### config.mk
export PLATFORM = sky130hd
export DESIGN_NAME = peak_meter_encoder
export DESIGN_NICKNAME = d
export VERILOG_FILES = /design/src/rtl/peak_meter_pkg.sv /design/src/rtl/level_to_code.sv /design/src/rtl/peak_meter_encoder.sv
export SDC_FILE = /design/constraint.sdc
export NUM_CORES = 1
export LEC_CHECK = 0
export BUFFER_PORTS_ARGS = -buffer_cell sky130_fd_sc_hd__buf_2
export CAP_MARGIN = 20
export CORE_UTILIZATION = 60
export CTS_CLUSTER_DIAMETER = 40
export DETAILED_ROUTE_END_ITERATION = 10
export GPL_ROUTABILITY_DRIVEN = 0
export GPL_TIMING_DRIVEN = 0
export PLACE_DENSITY = 0.84
export SYNTH_ARGS = -nofsm -noshare
export SYNTH_HDL_FRONTEND = slang
export SYNTH_HIERARCHICAL = 1
export SYNTH_SLANG_ARGS = --single-unit
### constraint.sdc
create_clock -name CLK -period 4.1 [get_ports CLK]
set_input_delay 0.41 -clock CLK [delete_from_list [all_inputs] [get_ports CLK]]
set_output_delay 0.41 -clock CLK [all_outputs]
set_load 0.005 [all_outputs]
### src/rtl/peak_meter_pkg.sv
// Shared types and constants for the peak meter: state encoding, level range,
// code widths and the sample-to-level rounding.
package peak_meter_pkg;

    typedef enum logic [1:0] {
        ST_IDLE  = 2'd0,
        ST_HOLD  = 2'd1,
        ST_DECAY = 2'd2
    } state_t;

    localparam int LEVEL_MAX = 16;
    localparam int CODE_W    = 6;
    localparam int LEVEL_W   = 5;
    localparam int SAMPLE_W  = 8;
    localparam int CNT_W     = 16;

    // Round-to-nearest sixteenth of full scale; the 9-bit sum keeps 255+8 intact.
    function automatic logic [LEVEL_W-1:0] target_level(input logic [SAMPLE_W-1:0] sample);
        return LEVEL_W'(({1'b0, sample} + 9'd8) >> 4);
    endfunction

endpackage

### src/rtl/level_to_code.sv
// Combinational level-to-segment-code converter: group in the top two bits,
// LSB-aligned thermometer of the remainder in the low four bits.
module level_to_code
    import peak_meter_pkg::*;
(
    input  logic [LEVEL_W-1:0] level,
    output logic [CODE_W-1:0]  code
);

    logic [1:0] grp;
    logic [2:0] ones;
    logic [3:0] thermo;

    // Level 16 is the only value with bit 4 set; it folds into group 3 with four ones.
    assign grp  = level[4] ? 2'd3 : level[3:2];
    assign ones = level[4] ? 3'd4 : {1'b0, level[1:0]};

    genvar gi;
    generate
        for (gi = 0; gi < 4; gi++) begin : g_thermo
            assign thermo[gi] = (ones > 3'(gi));
        end
    endgenerate

    assign code = {grp, thermo};

endmodule

### src/rtl/peak_meter_encoder.sv
// Peak-hold level meter: captures the rounded sample peak, holds it for
// HOLD_CYCLES, then decays one step every DECAY_CYCLES; outputs are registered.
module peak_meter_encoder
    import peak_meter_pkg::*;
#(
    parameter int HOLD_CYCLES  = 1000,
    parameter int DECAY_CYCLES = 100
) (
    input  logic                CLK,
    input  logic                RST,
    input  logic                CLEAR,
    input  logic                SAMPLE_VALID,
    input  logic [SAMPLE_W-1:0] SAMPLE,
    output logic [CODE_W-1:0]   OUT,
    output logic [LEVEL_W-1:0]  LEVEL,
    output logic                HOLDING
);

    localparam logic [CNT_W-1:0] HOLD_LOAD  = CNT_W'(HOLD_CYCLES - 1);
    localparam logic [CNT_W-1:0] DECAY_LOAD = CNT_W'(DECAY_CYCLES - 1);

    state_t               state_reg, state_next;
    logic [LEVEL_W-1:0]   level_reg, level_next;
    logic [CNT_W-1:0]     hold_cnt_reg, hold_cnt_next;
    logic [CNT_W-1:0]     decay_cnt_reg, decay_cnt_next;
    logic [CODE_W-1:0]    out_reg, code_next;
    logic                 holding_reg;

    logic [LEVEL_W-1:0]   target;
    logic                 take_sample;

    assign target = target_level(SAMPLE);
    // A higher peak always loads; an equal non-zero peak only refreshes the hold.
    assign take_sample = SAMPLE_VALID &&
                         ((target > level_reg) || ((target == level_reg) && (level_reg != '0)));

    always_comb begin
        state_next     = state_reg;
        level_next     = level_reg;
        hold_cnt_next  = hold_cnt_reg;
        decay_cnt_next = decay_cnt_reg;

        if (CLEAR) begin
            state_next     = ST_IDLE;
            level_next     = '0;
            hold_cnt_next  = '0;
            decay_cnt_next = '0;
        end else if (take_sample) begin
            state_next     = ST_HOLD;
            level_next     = target;
            hold_cnt_next  = HOLD_LOAD;
            decay_cnt_next = '0;
        end else begin
            case (state_reg)
                ST_HOLD: begin
                    if (hold_cnt_reg == '0) begin
                        state_next     = ST_DECAY;
                        decay_cnt_next = DECAY_LOAD;
                    end else begin
                        hold_cnt_next = hold_cnt_reg - 1'b1;
                    end
                end
                ST_DECAY: begin
                    if (decay_cnt_reg != '0) begin
                        decay_cnt_next = decay_cnt_reg - 1'b1;
                    end else if (level_reg <= 5'd1) begin
                        state_next     = ST_IDLE;
                        level_next     = '0;
                        decay_cnt_next = '0;
                    end else begin
                        level_next     = level_reg - 1'b1;
                        decay_cnt_next = DECAY_LOAD;
                    end
                end
                default: begin
                    state_next     = ST_IDLE;
                    level_next     = '0;
                    hold_cnt_next  = '0;
                    decay_cnt_next = '0;
                end
            endcase
        end
    end

    level_to_code u_level_to_code (
        .level (level_next),
        .code  (code_next)
    );

    always_ff @(posedge CLK) begin
        if (RST) begin
            state_reg     <= ST_IDLE;
            level_reg     <= '0;
            hold_cnt_reg  <= '0;
            decay_cnt_reg <= '0;
            out_reg       <= '0;
            holding_reg   <= 1'b0;
        end else begin
            state_reg     <= state_next;
            level_reg     <= level_next;
            hold_cnt_reg  <= hold_cnt_next;
            decay_cnt_reg <= decay_cnt_next;
            out_reg       <= code_next;
            holding_reg   <= (state_next == ST_HOLD);
        end
    end

    assign OUT     = out_reg;
    assign LEVEL   = level_reg;
    assign HOLDING = holding_reg;

endmodule

Yosys cells after proc, flatten, opt, wreduce, memory -nomap -nowiden
Cells that the tools add are included.
{"block": "word_totals", "register_bits": 46, "inputBits": 12, "out_inout_bits": 12}
{"block": "op_classes", "add_sub_neg": 4, "n_lt_le_gt_ge": 6, "n_eq_ne": 8, "mux": 20, "bitwise_logic": 1, "n_reduce_logical": 10}
{"cell": "$pmux 16 s2", "n": 2}
{"cell": "$mux 16", "n": 3}
{"cell": "$sub 16x1->16 const B", "n": 2}
{"cell": "$mux 5", "n": 4}
{"cell": "$logic_not 16->1", "n": 1}
{"cell": "$reduce_bool 16->1", "n": 1}
{"cell": "$mux 2", "n": 6}
{"cell": "$mux 10", "n": 1}
{"cell": "$pmux 5 s2", "n": 1}
{"cell": "$add 8x4->9 const B", "n": 1}
{"cell": "$mux 7", "n": 1}
{"cell": "$gt 3x1->1 const B", "n": 2}
{"cell": "$gt 3x2->1 const B", "n": 2}
{"cell": "$ne 2x2->1 const B", "n": 3}
{"cell": "$eq 5x5->1", "n": 1}
{"cell": "$gt 5x5->1", "n": 1}
{"cell": "$le 5x1->1 const B", "n": 1}
{"cell": "$reduce_bool 5->1", "n": 1}
{"cell": "$sub 5x1->5 const B", "n": 1}
{"cell": "$eq 2x1->1 const B", "n": 2}
{"cell": "$pmux 2 s2", "n": 1}
{"cell": "$reduce_and 2->1", "n": 2}
{"cell": "$mux 3", "n": 1}
{"cell": "$ne 3x3->1 const B", "n": 1}
{"cell": "other kinds (6)", "n": 7}

Depth between registers and ports, before layout
{"block": "logic_depth", "word_depth": 9, "depth_mapped": 13}

Modules after synthesis
Netlist, hierarchy kept.
{"module": "peak_meter_encoder", "instances": 1, "cells_each": 333, "area_each_um2": 2740.1, "seq_area_each_um2": 920.9}
{"module": "level_to_code", "instances": 1, "cells_each": 6, "area_each_um2": 37.5, "seq_area_each_um2": 0.0}

Worst setup path before layout
Ideal clock, no wire load.
{"block": "synth_timing", "kind": "input to register", "start": "in SAMPLE[3]", "end": "reg out_reg[0], in the netlist OUT[0]", "arrival_ps": 2900, "t_required_ps": 3986, "slack_ps": 1086, "stages": 13, "n_path_buf": 1, "path_cell_list": "ha_1 nand3_1 xor2_1 inv_1 ha_1 nand4_1 o221a_2 nor2_1 or3_1 clkbuf_1 o22ai_1 or3_1 nor2b_1"}
{"block": "synth_via", "elab_chain_cells": 9, "elab_cells_between_ends": 10, "classes_between": "1 x add/sub; 2 x order compare; 1 x eq/ne; 3 x mux; 3 x reduce/logical"}
{"element": "start, declared", "line": "peak_meter_encoder.sv:13", "source": "input logic [SAMPLE_W-1:0] SAMPLE,"}
{"element": "$add 8x4->9 *", "line": "peak_meter_pkg.sv:19", "source": "return LEVEL_W'(({1'b0, sample} + 9'd8) >> 4);"}
{"element": "branches (longest 4 deep; another with $gt 5x5->1)"}
{"element": "$mux 5 *", "line": "peak_meter_encoder.sv:48", "source": "end else if (take_sample) begin"}
{"element": "$mux 5 *", "line": "peak_meter_encoder.sv:43", "source": "if (CLEAR) begin"}
{"element": "named net level_next[4]", "line": "peak_meter_encoder.sv:23", "source": "logic [LEVEL_W-1:0] level_reg, level_next;"}
{"element": "$mux 3 *", "line": "level_to_code.sv:16", "source": "assign ones = level[4] ? 3'd4 : {1'b0, level[1:0]};"}
{"element": "$gt 3x1->1 *", "line": "level_to_code.sv:21", "source": "assign thermo[gi] = (ones > 3'(gi));"}
{"element": "named net code_next[0]", "line": "peak_meter_encoder.sv:26", "source": "logic [CODE_W-1:0] out_reg, code_next;"}
{"element": "end signal, assigned", "line": "peak_meter_encoder.sv:103", "source": "out_reg <= code_next;"}
{"element": "end, declared", "line": "peak_meter_encoder.sv:26"}
Mark *: on every way through the listed nets, which the timed path passes.
A chain may end at the register's enable or synchronous reset.

Worst setup path after layout
Ends and elaborated chain as after synthesis.

==> results.json <==
{
  "status": "complete, no violations",
  "syn_nets": 365,
  "synthTopCellsByCount": "46 x dfxtp_1, 26 x nor2_1, 23 x a21oi_1",
  "initial_core_util": 0.629,
  "grt_overflow": 0,
  "via_count": 2732,
  "r2r_cells": 8,
  "period_share": 0.796,
  "slew_headroom": 0.423,
  "synth_area_sq_mm": 0.00278,
  "power.total_mw": 1.03,
  "post_cts_resized": 0,
  "grt_pass1_wl_mm": 11.3,
  "dr.pass1.iters": 5,
  "cp_max_fo": 7,
  "cts.sinks": 46,
  "h-tree-depth": 2,
  "portBuffers": 20,
  "yosys.area.top_type": "dfxtp_1",
  "ir_drop_mv": 0.159,
  "yosys_warnings": 6,
  "synthCells": 339,
  "endpoint_kind": "flip-flop",
  "worstSetupStartpointType": "input port",
  "dp.cells": 411,
  "nets": 392,
  "drt-total-wl_mm": 6.66,
  "post-dp-hpwl_mm": 4.95,
  "place_ws_ps": 526,
  "core-area_sq_mm": 0.00441,
  "grt_use_total": 0.286,
  "r2r_setup_slack_ps": 1090,
  "synth_most_common_cell": "dfxtp_1",
  "synthArstFlopShare": 0,
  "cts_hold_buf": 0,
  "fin_crit_ps": 3260,
  "timing.final.hold_violations": 0,
  "yosysUniqueCellTypes": 58,
  "final_cell_count_no_fill": 419,
  "routedWlPerCell_um": 15.9,
  "avgSynthCellArea_sq_um": 8.19,
  "drc_errors": 0,
  "arrival_ps": 3470,
  "grt_max_degree": 15,
  "hp-class": "in -> reg",
  "final.setup.tns_ps": 0,
  "syn2layout_area_growth_pct": 9.91,
  "die_w_um": 70.0,
  "antenna_found_initial": 0,
  "synth_edf_count": 0,
  "ant_nets": 0,
  "setup_viol": 0,
  "seq_area_frac_synth": 0.332,
  "maxCapViolations": 0,
  "die_area_sq_mm": 0.00491,
  "ioPinCount": 24,
  "setup_ws_ps": 835,
  "path_class": "in -> reg",
  "layout-drive-gt1-share": 0.125,
  "place_area_sq_mm": 0.00294,
  "p_leak_nw": 1.36,
  "hold_depth": 2,
  "antennaDiodeCount": 0,
  "rsz0062_at_grt": "false",
  "final_util": 0.692,
  "drt_iter0_drc": 156,
  "std_cell_rows": 24,
  "clk_latency_ps": 310,
  "r2r_end": "OUT[0]$_SDFF_PP0_",
  "hp-start": "RST",
  "worstReg2RegStart": "decay_cnt_reg[2]$_SDFFE_PP0P_",
  "fp.dieH_um": 70.0,
  "final_area_sq_mm": 0.00305,
  "holdPathEnd": "OUT[0]$_SDFF_PP0_",
  "cts_buffer_depth": 2,
  "whs_ps": 341,
  "cp.required_ps": 4310,
  "grt_pass1_vias": 2551,
  "post-synth-top-area-fraction": 0.332,
  "worst_slew_pin_slew_ps": 857,
  "clk_pin_slew_ps": 90,
  "fin_skew_ps": 7.06,
  "cts_inserted_buffers": 5,
  "synth.top_cells.by_area": "dfxtp_1 33%, ha_1 6.3%, a21oi_1 4.1%",
  "fillers": 375,
  "synth_seq_cells": 46,
  "post_drt_via_cell_ratio": 6.52,
  "cts_root_buf": "clkbuf_8",
  "slew_violations": 0,
  "p_per_area_mw_per_mm2": 339,
  "post_cts_buffers": 0,
  "synth_flop_cell": "dfxtp_1",
  "max_freq_mhz": 306,
  "tritoncts": "done"
}
[worst max-delay path, cell delays in order]
cell      delay (ps)
buf_2            100
ha_1             210
nand3_1          110
xor2_1           250
inv_1             80
ha_1             300
nand4_1          180
o221a_2          320
nor2_1           410
or3_1            180
clkbuf_1         220
o22ai_1          190
or3_1            390
nor2b_1          130
[cell families after synthesis]
logic type / synth area share
AOI/OAI and AO/OA: 0.232
adders and majority gates: 0.0631
buffers and inverters: 0.0491
muxes: 0.00721
DFF: 0.332
and+or+nand+nor: 0.286
xor gates and xnor gates: 0.0315
[final cells by class]
class                   count  area (sq um)  share of cell area
well taps                  52          65.1              0.0213
inverters                  20          75.1              0.0246
multi-input cells         258          1720               0.564
flip-flops and latches     46           921               0.302
clock inverters             2          37.5              0.0123
clock buffers               6          72.6              0.0238
repair buffers             20           100              0.0328
plain buffers              15          61.3              0.0201
[metal layers]
layer	vias up	track usage	wire (um)
li1	1324	-	-
met1	1273	0.352	2860
met2	115	0.480	3200
met3	20	0.0635	435
met4	0	0.122	159
met5	-	0	0
[report_power, final]
part | switching, mW | total [mW] | internal [mW]
clock network | 0.162 | 0.344 | 0.182
logic | 0.132 | 0.221 | 0.0888
registers | 0.0106 | 0.469 | 0.458
[worst max-delay path by stage]
stage / from / endpoint / slack (ps) / cells after the start
floorplan: SAMPLE[3] / OUT[0]$_SDFF_PP0_ / 1090 / 13
global placement: SAMPLE[3] / OUT[0]$_SDFF_PP0_ / 590 / 14
detailed placement: SAMPLE[3] / OUT[0]$_SDFF_PP0_ / 530 / 14
CTS: SAMPLE[3] / OUT[0]$_SDFF_PP0_ / 840 / 14
global route: SAMPLE[3] / OUT[0]$_SDFF_PP0_ / 580 / 14
finish: SAMPLE[3] / OUT[0]$_SDFF_PP0_ / 840 / 14
[placed cells by master, fill, tap and decap left out, types with 3 or more instances in the layout]
cell	netlist	layout
buf_2	3	23
or2_1	3	3
inv_1	19	19
or3_1	18	18
o21ai_0	16	16
or2_2	7	7
nor4_1	5	5
nor3_1	5	5
xor2_1	7	7
clkbuf_8	0	5
o22ai_1	9	9
a21oi_1	23	23
dfxtp_1	46	46
a211oi_1	5	5
o31ai_1	9	9
a31oi_1	5	5
o211ai_1	5	5
and4_1	3	3
or4_1	12	12
ha_1	14	14
clkbuf_1	10	11
nor2b_1	8	8
xnor2_1	3	3
nor2_1	26	26
nand3_1	7	7
nand4_1	4	4
nand2_1	21	21
No activity file was read; power rests on OpenSTA's default activity.
